File: src/rtl/xbusdec.sv
// Data-bus interconnect: windowed slave decode with per-slave wait states,
// a two-word status window and sticky capture of unmapped accesses.
module xbusdec #(
    parameter int                        N_SLV     = 4,
    parameter int                        ADDR_W    = 16,
    parameter int                        DATA_W    = 32,
    parameter logic [N_SLV*ADDR_W-1:0]   SLV_BASE  = {16'h0800, 16'h0400, 16'h0100, 16'h0000},
    parameter logic [N_SLV*5-1:0]        SLV_SIZE  = {5'd10, 5'd0, 5'd4, 5'd8},
    parameter logic [N_SLV*4-1:0]        SLV_WAIT  = {4'd1, 4'd0, 4'd2, 4'd0},
    parameter logic [ADDR_W-1:0]         STAT_BASE = 16'h0FF0
) (
    input  logic                      clk,
    input  logic                      rst,
    input  logic                      data_sel,
    input  logic                      data_we,
    input  logic [ADDR_W-1:0]         data_addr,
    input  logic [DATA_W-1:0]         data_to_wr,
    output logic [DATA_W-1:0]         data_to_rd,
    output logic                      data_ready,
    output logic [N_SLV-1:0]          slv_sel,
    output logic                      slv_we,
    output logic [ADDR_W-1:0]         slv_addr,
    output logic [DATA_W-1:0]         slv_data_in,
    input  logic [N_SLV*DATA_W-1:0]   slv_data_out,
    output logic                      err_irq
);

    localparam int                IDX_W   = (N_SLV > 1) ? $clog2(N_SLV) : 1;
    localparam logic [ADDR_W-1:0] STAT_HI = STAT_BASE + 1'b1;

    typedef enum logic [1:0] {IDLE, ACC, WAIT, RESP} state_t;

    state_t              state_q, state_d;
    logic [ADDR_W-1:0]   addr_q;
    logic                we_q;
    logic [DATA_W-1:0]   wdata_q;
    logic [IDX_W-1:0]    idx_q;
    logic                map_q;
    logic                stat_q;
    logic [3:0]          cnt_q;
    logic [N_SLV-1:0]    sel_q;
    logic                slv_we_q;
    logic                err_flag;
    logic [7:0]          err_cnt;
    logic [ADDR_W-1:0]   err_addr;

    logic                dec_hit;
    logic                dec_stat;
    logic [IDX_W-1:0]    dec_idx;
    logic [3:0]          dec_wait;
    logic                dec_map;
    logic [N_SLV-1:0]    dec_onehot;
    logic [DATA_W-1:0]   rd_mux;

    // Status window shadows everything; among slaves the lowest index wins.
    always_comb begin
        dec_hit  = 1'b0;
        dec_idx  = '0;
        dec_wait = '0;
        dec_stat = (data_addr == STAT_BASE) || (data_addr == STAT_HI);
        for (int i = 0; i < N_SLV; i++) begin
            if (!dec_hit && ((data_addr >> SLV_SIZE[i*5 +: 5]) ==
                             (SLV_BASE[i*ADDR_W +: ADDR_W] >> SLV_SIZE[i*5 +: 5]))) begin
                dec_hit  = 1'b1;
                dec_idx  = IDX_W'(i);
                dec_wait = SLV_WAIT[i*4 +: 4];
            end
        end
        dec_map    = dec_hit && !dec_stat;
        dec_onehot = dec_map ? (N_SLV'(1) << dec_idx) : '0;
    end

    always_ff @(posedge clk or negedge rst) begin
        if (!rst) state_q <= IDLE;
        else      state_q <= state_d;
    end

    always_comb begin
        state_d = state_q;
        case (state_q)
            IDLE: if (data_sel) state_d = ACC;
            ACC:  state_d = (cnt_q != 4'd0) ? WAIT : RESP;
            WAIT: if (cnt_q <= 4'd1) state_d = RESP;
            RESP: state_d = IDLE;
            default: state_d = IDLE;
        endcase
    end

    // Request latches; slv_sel/slv_we are registered so they are high only in ACC.
    always_ff @(posedge clk or negedge rst) begin
        if (!rst) begin
            addr_q   <= '0;
            we_q     <= 1'b0;
            wdata_q  <= '0;
            idx_q    <= '0;
            map_q    <= 1'b0;
            stat_q   <= 1'b0;
            cnt_q    <= '0;
            sel_q    <= '0;
            slv_we_q <= 1'b0;
        end else begin
            sel_q    <= '0;
            slv_we_q <= 1'b0;
            case (state_q)
                IDLE: if (data_sel) begin
                    addr_q   <= data_addr;
                    we_q     <= data_we;
                    wdata_q  <= data_to_wr;
                    idx_q    <= dec_idx;
                    map_q    <= dec_map;
                    stat_q   <= dec_stat;
                    cnt_q    <= dec_map ? dec_wait : 4'd0;
                    sel_q    <= dec_onehot;
                    slv_we_q <= data_we;
                end
                WAIT: cnt_q <= cnt_q - 4'd1;
                default: ;
            endcase
        end
    end

    // Error bookkeeping happens as the access completes, so a clear-write never races it.
    always_ff @(posedge clk or negedge rst) begin
        if (!rst) begin
            err_flag <= 1'b0;
            err_cnt  <= '0;
            err_addr <= '0;
        end else if (state_q == RESP) begin
            if (!map_q && !stat_q) begin
                err_flag <= 1'b1;
                if (!err_flag) err_addr <= addr_q;
                if (err_cnt != 8'hFF) err_cnt <= err_cnt + 8'd1;
            end else if (stat_q && we_q && (addr_q == STAT_BASE)) begin
                err_flag <= 1'b0;
                err_cnt  <= '0;
                err_addr <= '0;
            end
        end
    end

    always_comb begin
        rd_mux = '0;
        for (int i = 0; i < N_SLV; i++) begin
            if (idx_q == IDX_W'(i)) rd_mux = slv_data_out[i*DATA_W +: DATA_W];
        end
        data_to_rd = '0;
        if ((state_q == RESP) && !we_q) begin
            if (map_q)
                data_to_rd = rd_mux;
            else if (stat_q)
                data_to_rd = (addr_q == STAT_BASE) ? DATA_W'({err_cnt, 7'b0, err_flag})
                                                   : DATA_W'(err_addr);
        end
    end

    assign data_ready  = (state_q == RESP);
    assign slv_sel     = sel_q;
    assign slv_we      = slv_we_q;
    assign slv_addr    = addr_q;
    assign slv_data_in = wdata_q;
    assign err_irq     = err_flag;

endmodule

File: config.mk
export PLATFORM = sky130hd
export DESIGN_NAME = xbusdec
export DESIGN_NICKNAME = d
export VERILOG_FILES = /design/src/rtl/xbusdec.sv
export SDC_FILE = /design/constraint.sdc
export NUM_CORES = 1
export LEC_CHECK = 0
export BUFFER_PORTS_ARGS = -buffer_cell sky130_fd_sc_hd__buf_2
export CAP_MARGIN = 25
export CORE_AREA = 2 2 108 110
export DETAILED_ROUTE_END_ITERATION = 10
export DIE_AREA = 0 0 110 112
export PLACE_DENSITY = 0.78
export SYNTH_ARGS = -nofsm -noshare
export SYNTH_HDL_FRONTEND = slang
export SYNTH_SLANG_ARGS = --single-unit
File: constraint.sdc
create_clock -name clk -period 2.8 [get_ports clk]
set_clock_uncertainty 0.05 [all_clocks]
set_input_delay 0.42 -clock clk [delete_from_list [all_inputs] [get_ports clk]]
set_output_delay 0.42 -clock clk [all_outputs]
set_load 0.02 [all_outputs]
==> impl_metrics.env, run 1 <==
export IMPL_synthTopCellsByArea="sky130_fd_sc_hd__dfrtp_1 44%, sky130_fd_sc_hd__mux4_2 14%, sky130_fd_sc_hd__nand2_1 12%, sky130_fd_sc_hd__a22o_1 2.8%, sky130_fd_sc_hd__nand3_1 2.6%"
export IMPL_syn_area_per_cell_um2=9.616
export IMPL_drt_first_pass_iters=7
export IMPL_numPortBuffers=266
export IMPL_final_util_pct=63.45
export IMPL_timing_final_setup_violations=16
export IMPL_max_slew_margin_pct=58.91
export IMPL_timing_critical_path_arrival_ps=2440
export IMPL_nets=975
export IMPL_cts_sinks=89
export IMPL_synth_warning_count=0
export IMPL_peakVddDrop_v=0.0007053
export IMPL_power_leakage_uw=0.003768
export IMPL_timing_hold_violations_final=0
export IMPL_cellPowerDensity_nw_per_um2=904.8
export IMPL_setup_worst_path_class="flop to primary output"
export IMPL_wl_um=16300
export IMPL_synthMostInstantiatedCell="sky130_fd_sc_hd__nand2_1"
export IMPL_hpwl_reported_at_the_end_of_detailed_placement_um=12960
export IMPL_failed_checks="negative setup slack"
export IMPL_reg_to_reg_end="err_cnt[6]$_DFFE_PN0P_"
export IMPL_cts_tree="built"
export IMPL_crit_path_max_incr_delay_ps=560
export IMPL_tritoncts_num_buffers=9
export IMPL_critical_path_top_cell_by_count="sky130_fd_sc_hd__a21oi_2"
export IMPL_clk_root_buffer_cell="sky130_fd_sc_hd__clkbuf_16"
export IMPL_route_detailed_wl_per_inst_um=17.39
export IMPL_die_x_um=110
export IMPL_max_capacitance_violation_count=0
export IMPL_yosys_cell_types_count=45
export IMPL_clockBufferDepth=2
export IMPL_clk_latency_ps=340
export IMPL_synth_largest_area_cell="sky130_fd_sc_hd__dfrtp_1"
export IMPL_crit_required_ps=2330
export IMPL_grt_max_degree=42
export IMPL_ys_seq_area_share_pct=44.11
export IMPL_grt_pass1_wl_um=25250
export IMPL_worstSetupEndpointType="primary output"
export IMPL_grt_setup_unrepaired="yes"
export IMPL_r2r_slack_ps=200
export IMPL_globalRouteOverflowTotal=0
export IMPL_detail_route_iter0_violations=445
export IMPL_setup_ws_ps=-106.8
export IMPL_post_synth_most_frequent_cells="166 x sky130_fd_sc_hd__nand2_1, 89 x sky130_fd_sc_hd__dfrtp_1, 32 x sky130_fd_sc_hd__mux4_2, 26 x sky130_fd_sc_hd__nand3_1, 25 x sky130_fd_sc_hd__clkbuf_1"
export IMPL_fmaxAchievable_ghz=0.3440
export IMPL_synth_top_area_share_pct=44.11
export IMPL_totalNegativeSetupSlack_ps=-1217
export IMPL_floorplan_core_area_um2=11170
export IMPL_post_route_non_filler_standard_cell_count=937
export IMPL_synth_net_count=713
export IMPL_die_area_um2=12320
export IMPL_status="finished with violations"
export IMPL_syn_instance_count=525
export IMPL_io_pin_count=267
export IMPL_netlist_area_um2=5049
export IMPL_detail_route_drc_violations=0
export IMPL_ys_seq_elements=89
export IMPL_die_height_um=112
export IMPL_worst_margin_pin_slew_ps=615.7
export IMPL_gpl_final_weighted_congestion=0.8833
export IMPL_slew_violations=0
export IMPL_final_layout_size_suffix_gt1_share_pct=46.72
export IMPL_path_clk_slew_ps=70
export IMPL_post_route_min_period_ps=2907
export IMPL_tightest_hold_check_type="input pin to async pin"
export IMPL_routed_via_count=5115
export IMPL_synth_flop_cell="sky130_fd_sc_hd__dfrtp_1"
export IMPL_ys_async_sr_fraction_pct=100.0
export IMPL_holdBufCountCts=0
export IMPL_initial_utilization_pct=45.18
export IMPL_startpoint_type="flop"
export IMPL_vias_per_cell=5.459
export IMPL_placement_rows=39
export IMPL_placed_cells=913
export IMPL_clock_tree_htree_level_count=3
export IMPL_critPathSlowestCell="sky130_fd_sc_hd__or4b_4"
export IMPL_grt_pass1_vias=5061
export IMPL_reg2reg_from="slv_addr[2]$_DFFE_PN0P_"
export IMPL_timing_final_crit_share_pct=103.8
export IMPL_globalRouteTotalUtil_pct=26.69
export IMPL_design_power_total_uw=6415
export IMPL_synth_edff_count=0
export IMPL_syn_to_final_growth_pct=40.45
export IMPL_cells_traversed_along_the_worst_timing_path="or4b_4 > or4_4 > and2_4 > a21oi_2 > a21oi_2 > buf_4"
export IMPL_route_antenna_remaining_nets=0
export IMPL_worstRegToRegCells=7
export IMPL_crit_fanout=7
export IMPL_initial_antenna_violation_count=0
## flip-flops by register name, summed over array words and instances (netlist names)
name         flops
err_irq          1
slv_we           1
stat_q           1
err_cnt          8
err_addr        16
map_q            1
slv_addr        16
slv_data_in     32
slv_sel          4
cnt_q            4
state_q          2
we_q             1
idx_q            2
## area by class of cell
| type | instances | area (µm²) |
|---|---|---|
| Fill cell | 911 | 4084 |
| Clock buffer | 9 | 225.2 |
| Inverter | 21 | 78.83 |
| Timing Repair Buffer | 286 | 1562 |
| Antenna cell | 2 | 5.005 |
| Multi-Input combinational cell | 380 | 2689 |
| Sequential cell | 89 | 2228 |
| Tap cell | 143 | 178.9 |
| Clock inverter | 7 | 123.9 |
## critical path, delay by kind of cell, from the launching register on
| kind | cells | cell delay (ps) |
|---|---|---|
| flops | 1 | 390 |
| buf+inv | 1 | 160 |
| simple gates | 3 | 1340 |
| compound gates | 2 | 210 |
## cell usage in the layout (no fill, tap or decap), types with 3 or more instances in the layout
cell	n
sky130_fd_sc_hd__a21oi_2	9
sky130_fd_sc_hd__nor3_1	5
sky130_fd_sc_hd__nand4b_1	3
sky130_fd_sc_hd__a32oi_2	7
sky130_fd_sc_hd__or3_1	3
sky130_fd_sc_hd__nor2b_1	3
sky130_fd_sc_hd__nand4_1	4
sky130_fd_sc_hd__o21ai_0	9
sky130_fd_sc_hd__inv_1	21
sky130_fd_sc_hd__bufinv_16	3
sky130_fd_sc_hd__or4_1	3
sky130_fd_sc_hd__nand3_1	25
sky130_fd_sc_hd__buf_4	29
sky130_fd_sc_hd__buf_2	252
sky130_fd_sc_hd__clkbuf_16	9
sky130_fd_sc_hd__nand2_1	164
sky130_fd_sc_hd__buf_12	3
sky130_fd_sc_hd__and3_1	17
sky130_fd_sc_hd__o31ai_1	3
sky130_fd_sc_hd__a22o_1	16
sky130_fd_sc_hd__mux4_2	32
sky130_fd_sc_hd__ha_1	7
sky130_fd_sc_hd__dfrtp_1	88
sky130_fd_sc_hd__nor2_1	14
sky130_fd_sc_hd__a31oi_1	5
sky130_fd_sc_hd__a21oi_1	13
## cells by family after synthesis
logic type / count (synthesis) / share of synthesized area [%]
DFF: 89 / 44.11
and+or+nand+nor: 263 / 24.01
xor gates and xnor gates: 2 / 0.3470
buffers and inverters: 56 / 4.634
adders and majority gates: 8 / 1.983
muxes: 33 / 14.50
AOI/OAI and AO/OA: 74 / 10.41
## metal layers
layer	global-route usage [%]	wire length, µm
met4	13.59	675
met2	45.40	8112
met5	0	0
met1	31.33	6081
met3	5.679	1429
## worst max path at each step
stage	startpoint	to	slack (ps)	cells past startpoint
floorplan	state_q[0]$_DFFE_PN0P_	data_to_rd[8]	20	8
global placement	slv_addr[0]$_DFFE_PN0P_	data_to_rd[12]	220	6
detailed placement	slv_addr[0]$_DFFE_PN0P_	data_to_rd[0]	170	6
CTS	slv_addr[2]$_DFFE_PN0P_	data_to_rd[0]	-80	7
global route	slv_addr[2]$_DFFE_PN0P_	data_to_rd[6]	-160	6
finish	slv_addr[2]$_DFFE_PN0P_	data_to_rd[6]	-110	6
## per-stage QoR
step	hold slack [ps]	instance area, µm²	setup slack [ps]
final	21.71	7091	-106.8
after detailed placement	391.1	6609	170.4
after CTS	28.64	7051	-82.44
after floorplan	74.41	5104	18.83
after global routing	65.70	7086	-163.7
after global placement	389.5	6609	224.1
## power breakdown
group          switching [µW]  internal, µW
clock network             509           883
logic                    1690          1270
registers                 349          1710
total                    2550          3860
## repair_timing
item | CTS | global route
gates resized for setup | 20 | 7
pin swaps | 8 | 0
setup endpoints to repair | 16 | 16
setup buffers | 4 | 1
No activity file was read; power rests on OpenSTA's default activity.
==> run 2, diff against run 1 <==
==> constraint.sdc (replaced) <==
create_clock -name clk -period 2.8 [get_ports clk]
set_clock_uncertainty 0.05 [all_clocks]
set_input_delay 0.28 -clock clk [delete_from_list [all_inputs] [get_ports clk]]
set_output_delay 0.28 -clock clk [all_outputs]
set_load 0.02 [all_outputs]
==> run 2 against run 1 <==
Compared with the run above:
- the run now ends clean
- via count down 0.63%
- power fell by 4.3%
- critical path type unchanged
- count of clock-buffer cells in the layout up 2
- sequential power increased by 4%
- routed wire length up 4.1%
- cell area fell by 2.1%
- largest power group unchanged
- highest routed layer unchanged
- setup slack gained 130 ps
- flip-flop and latch count is the same
- clock power shrank 16%
- cell count up 0.11%
- register-to-register slack better by 110 ps
- core utilization fell by 1.3 points
==> impl_metrics.env, run 2 (synthesis results as in run 1) <==
export IMPL_fmaxAchievable_ghz=0.3599
export IMPL_wl_um=16960
export IMPL_fillerInstances=930
export IMPL_globalRouteTotalUtil_pct=27.92
export IMPL_floorplan_core_area_um2=11170
export IMPL_r2r_slack_ps=310
export IMPL_globalRouteOverflowTotal=0
export IMPL_io_pin_count=267
export IMPL_final_layout_size_suffix_gt1_share_pct=45.32
export IMPL_tritoncts_num_buffers=9
export IMPL_syn_to_final_growth_pct=37.55
export IMPL_worst_margin_pin_slew_ps=775.2
export IMPL_grt_setup_unrepaired="yes"
export IMPL_grt_pass1_wl_um=26120
export IMPL_initial_antenna_violation_count=4
export IMPL_peakVddDrop_v=0.0005862
export IMPL_grt_max_degree=60
export IMPL_route_antenna_remaining_nets=0
export IMPL_timing_hold_violations_final=0
export IMPL_cells_traversed_along_the_worst_timing_path="or4b_4 > or4_4 > and2_4 > a21oi_2 > a21oi_1 > buf_2"
export IMPL_whs_endpoint="slv_data_in[2]$_DFFE_PN0P_"
export IMPL_post_route_min_period_ps=2779
export IMPL_power_leakage_uw=0.003728
export IMPL_crit_fanout=7
export IMPL_clock_tree_htree_level_count=3
export IMPL_die_x_um=110
export IMPL_worstSetupEndpointType="primary output"
export IMPL_cts_sinks=89
export IMPL_clk_root_buffer_cell="sky130_fd_sc_hd__clkbuf_16"
export IMPL_worstRegToRegCells=6
export IMPL_crit_path_max_incr_delay_ps=560
export IMPL_critical_path_stages=6
export IMPL_hpwl_reported_at_the_end_of_detailed_placement_um=13200
export IMPL_hold_ws_ps=77.21
export IMPL_reg_to_reg_end="err_cnt[6]$_DFFE_PN0P_"
export IMPL_path_clk_slew_ps=70
export IMPL_timing_critical_path_max_delay_family="simple AND/OR/NAND/NOR gates"
export IMPL_max_slew_margin_pct=48.32
export IMPL_route_detailed_wl_per_inst_um=18.08
export IMPL_clockBufferDepth=2
export IMPL_tightest_hold_check_type="input pin to flop"
export IMPL_multi_input_gate_area_um2=2639
export IMPL_detail_route_iter0_violations=389
export IMPL_slew_violations=0
export IMPL_grt_pass1_vias=4996
export IMPL_critPathSlowestCell="sky130_fd_sc_hd__or4_4"
export IMPL_cts_tree="built"
export IMPL_largest_reg_flops=32
export IMPL_worstHoldPathCells=3
export IMPL_commonest_non_fill_non_tap_cells_in_the_layout="261 x sky130_fd_sc_hd__buf_2, 165 x sky130_fd_sc_hd__nand2_1, 88 x sky130_fd_sc_hd__dfrtp_1"
export IMPL_timing_final_setup_violations=0
export IMPL_clk_latency_ps=340
export IMPL_nets=973
export IMPL_die_height_um=112
export IMPL_ff_latch_area_um2=2228
export IMPL_layout_commonest_cell="sky130_fd_sc_hd__buf_2"
export IMPL_hp_start="data_to_wr[2]"
export IMPL_timing_critical_path_arrival_ps=2450
export IMPL_critical_path_n_buffers_inverters=1
export IMPL_vias_per_cell=5.419
export IMPL_final_util_pct=62.14
export IMPL_drt_first_pass_iters=8
export IMPL_routed_via_count=5083
export IMPL_initial_utilization_pct=45.18
export IMPL_reg2reg_from="slv_addr[1]$_DFFE_PN0P_"
export IMPL_max_capacitance_violation_count=0
export IMPL_design_power_total_uw=6142
export IMPL_setup_worst_path_class="flop to primary output"
export IMPL_status="finished clean"
export IMPL_detail_route_drc_violations=0
export IMPL_startpoint_type="flop"
export IMPL_gpl_final_weighted_congestion=0.8965
export IMPL_timing_final_crit_share_pct=99.24
export IMPL_die_area_um2=12320
export IMPL_placement_rows=39
export IMPL_cellPowerDensity_nw_per_um2=884.4
export IMPL_numPortBuffers=266
export IMPL_crit_required_ps=2470
-- run 2: cell types whose count changed in the layout (fill, tap and decap cells not counted), sizes merged --
cell,before,now
inv,24,23
dlygate4sd3,0,1
clkbuf,9,11
clkinv,1,3
diode,2,5
buf,286,283
bufinv,3,0
-- run 2: what timing repair did --
item | 4_1_cts | 5_1_grt
hold buffers | 1 | 0
endpoints found under the setup margin | 14 | 15
setup buffers | 3 | 0
pin swaps | 1 | 3
endpoints found under the hold margin | 19 | 0
gates cloned | 0 | 1
gates resized for setup | 2 | 19
-- run 2: area by class of cell --
type	count	area share, %
Multi-Input combinational cell	380	38.00
Sequential cell	89	32.09
Timing Repair Buffer	284	21.86
Clock buffer	11	3.640
Tap cell	143	2.577
Inverter	21	1.135
Clock inverter	5	0.5225
Antenna cell	5	0.1802
-- run 2: per-layer routing --
layer	global-route usage, %	part of all wire [%]	wire length (µm)
met1	33.53	37	6352
met2	46.26	51	8571
met3	8.489	9.6	1621
met4	11.39	2.5	418
met5	0	0	0
-- run 2: tightest hold or removal path: stages --
cell	delay [ps]
sky130_fd_sc_hd__buf_2	70
sky130_fd_sc_hd__nand2_1	40
sky130_fd_sc_hd__nand2_1	40
-- run 2: per-stage QoR --
step	setup slack [ps]	std cells	TNS (ps)	cell area (µm²)
after floorplan	59.56	525	0	5049
after global placement	277.3	911	0	6526
after detailed placement	260.8	911	0	6526
after CTS	1.468	931	0	6855
after global routing	-45.99	936	-175.5	6939
final	21.40	938	0	6944
-- run 2: how the worst max path moves through the flow --
| stage | startpoint | end |
|---|---|---|
| 4_1_cts | slv_addr[1]$_DFFE_PN0P_ | data_to_rd[6] |
| 5_1_grt | slv_addr[1]$_DFFE_PN0P_ | data_to_rd[3] |
| 6_report | slv_addr[1]$_DFFE_PN0P_ | data_to_rd[7] |
| 3_5_place_dp | slv_addr[0]$_DFFE_PN0P_ | err_addr[0]$_DFFE_PN0P_ |
| 3_3_place_gp | slv_addr[0]$_DFFE_PN0P_ | err_addr[0]$_DFFE_PN0P_ |
| 2_1_floorplan | state_q[0]$_DFFE_PN0P_ | data_to_rd[0] |
-- run 2: report_power, final --
part | switching [µW] | internal (µW) | leakage (µW) | total [µW]
Sequential | 421 | 1710 | 0.00114 | 2140
Clock | 514 | 655 | 0.000146 | 1170
Combinational | 1610 | 1230 | 0.00244 | 2840
Total | 2540 | 3600 | 0.00373 | 6140
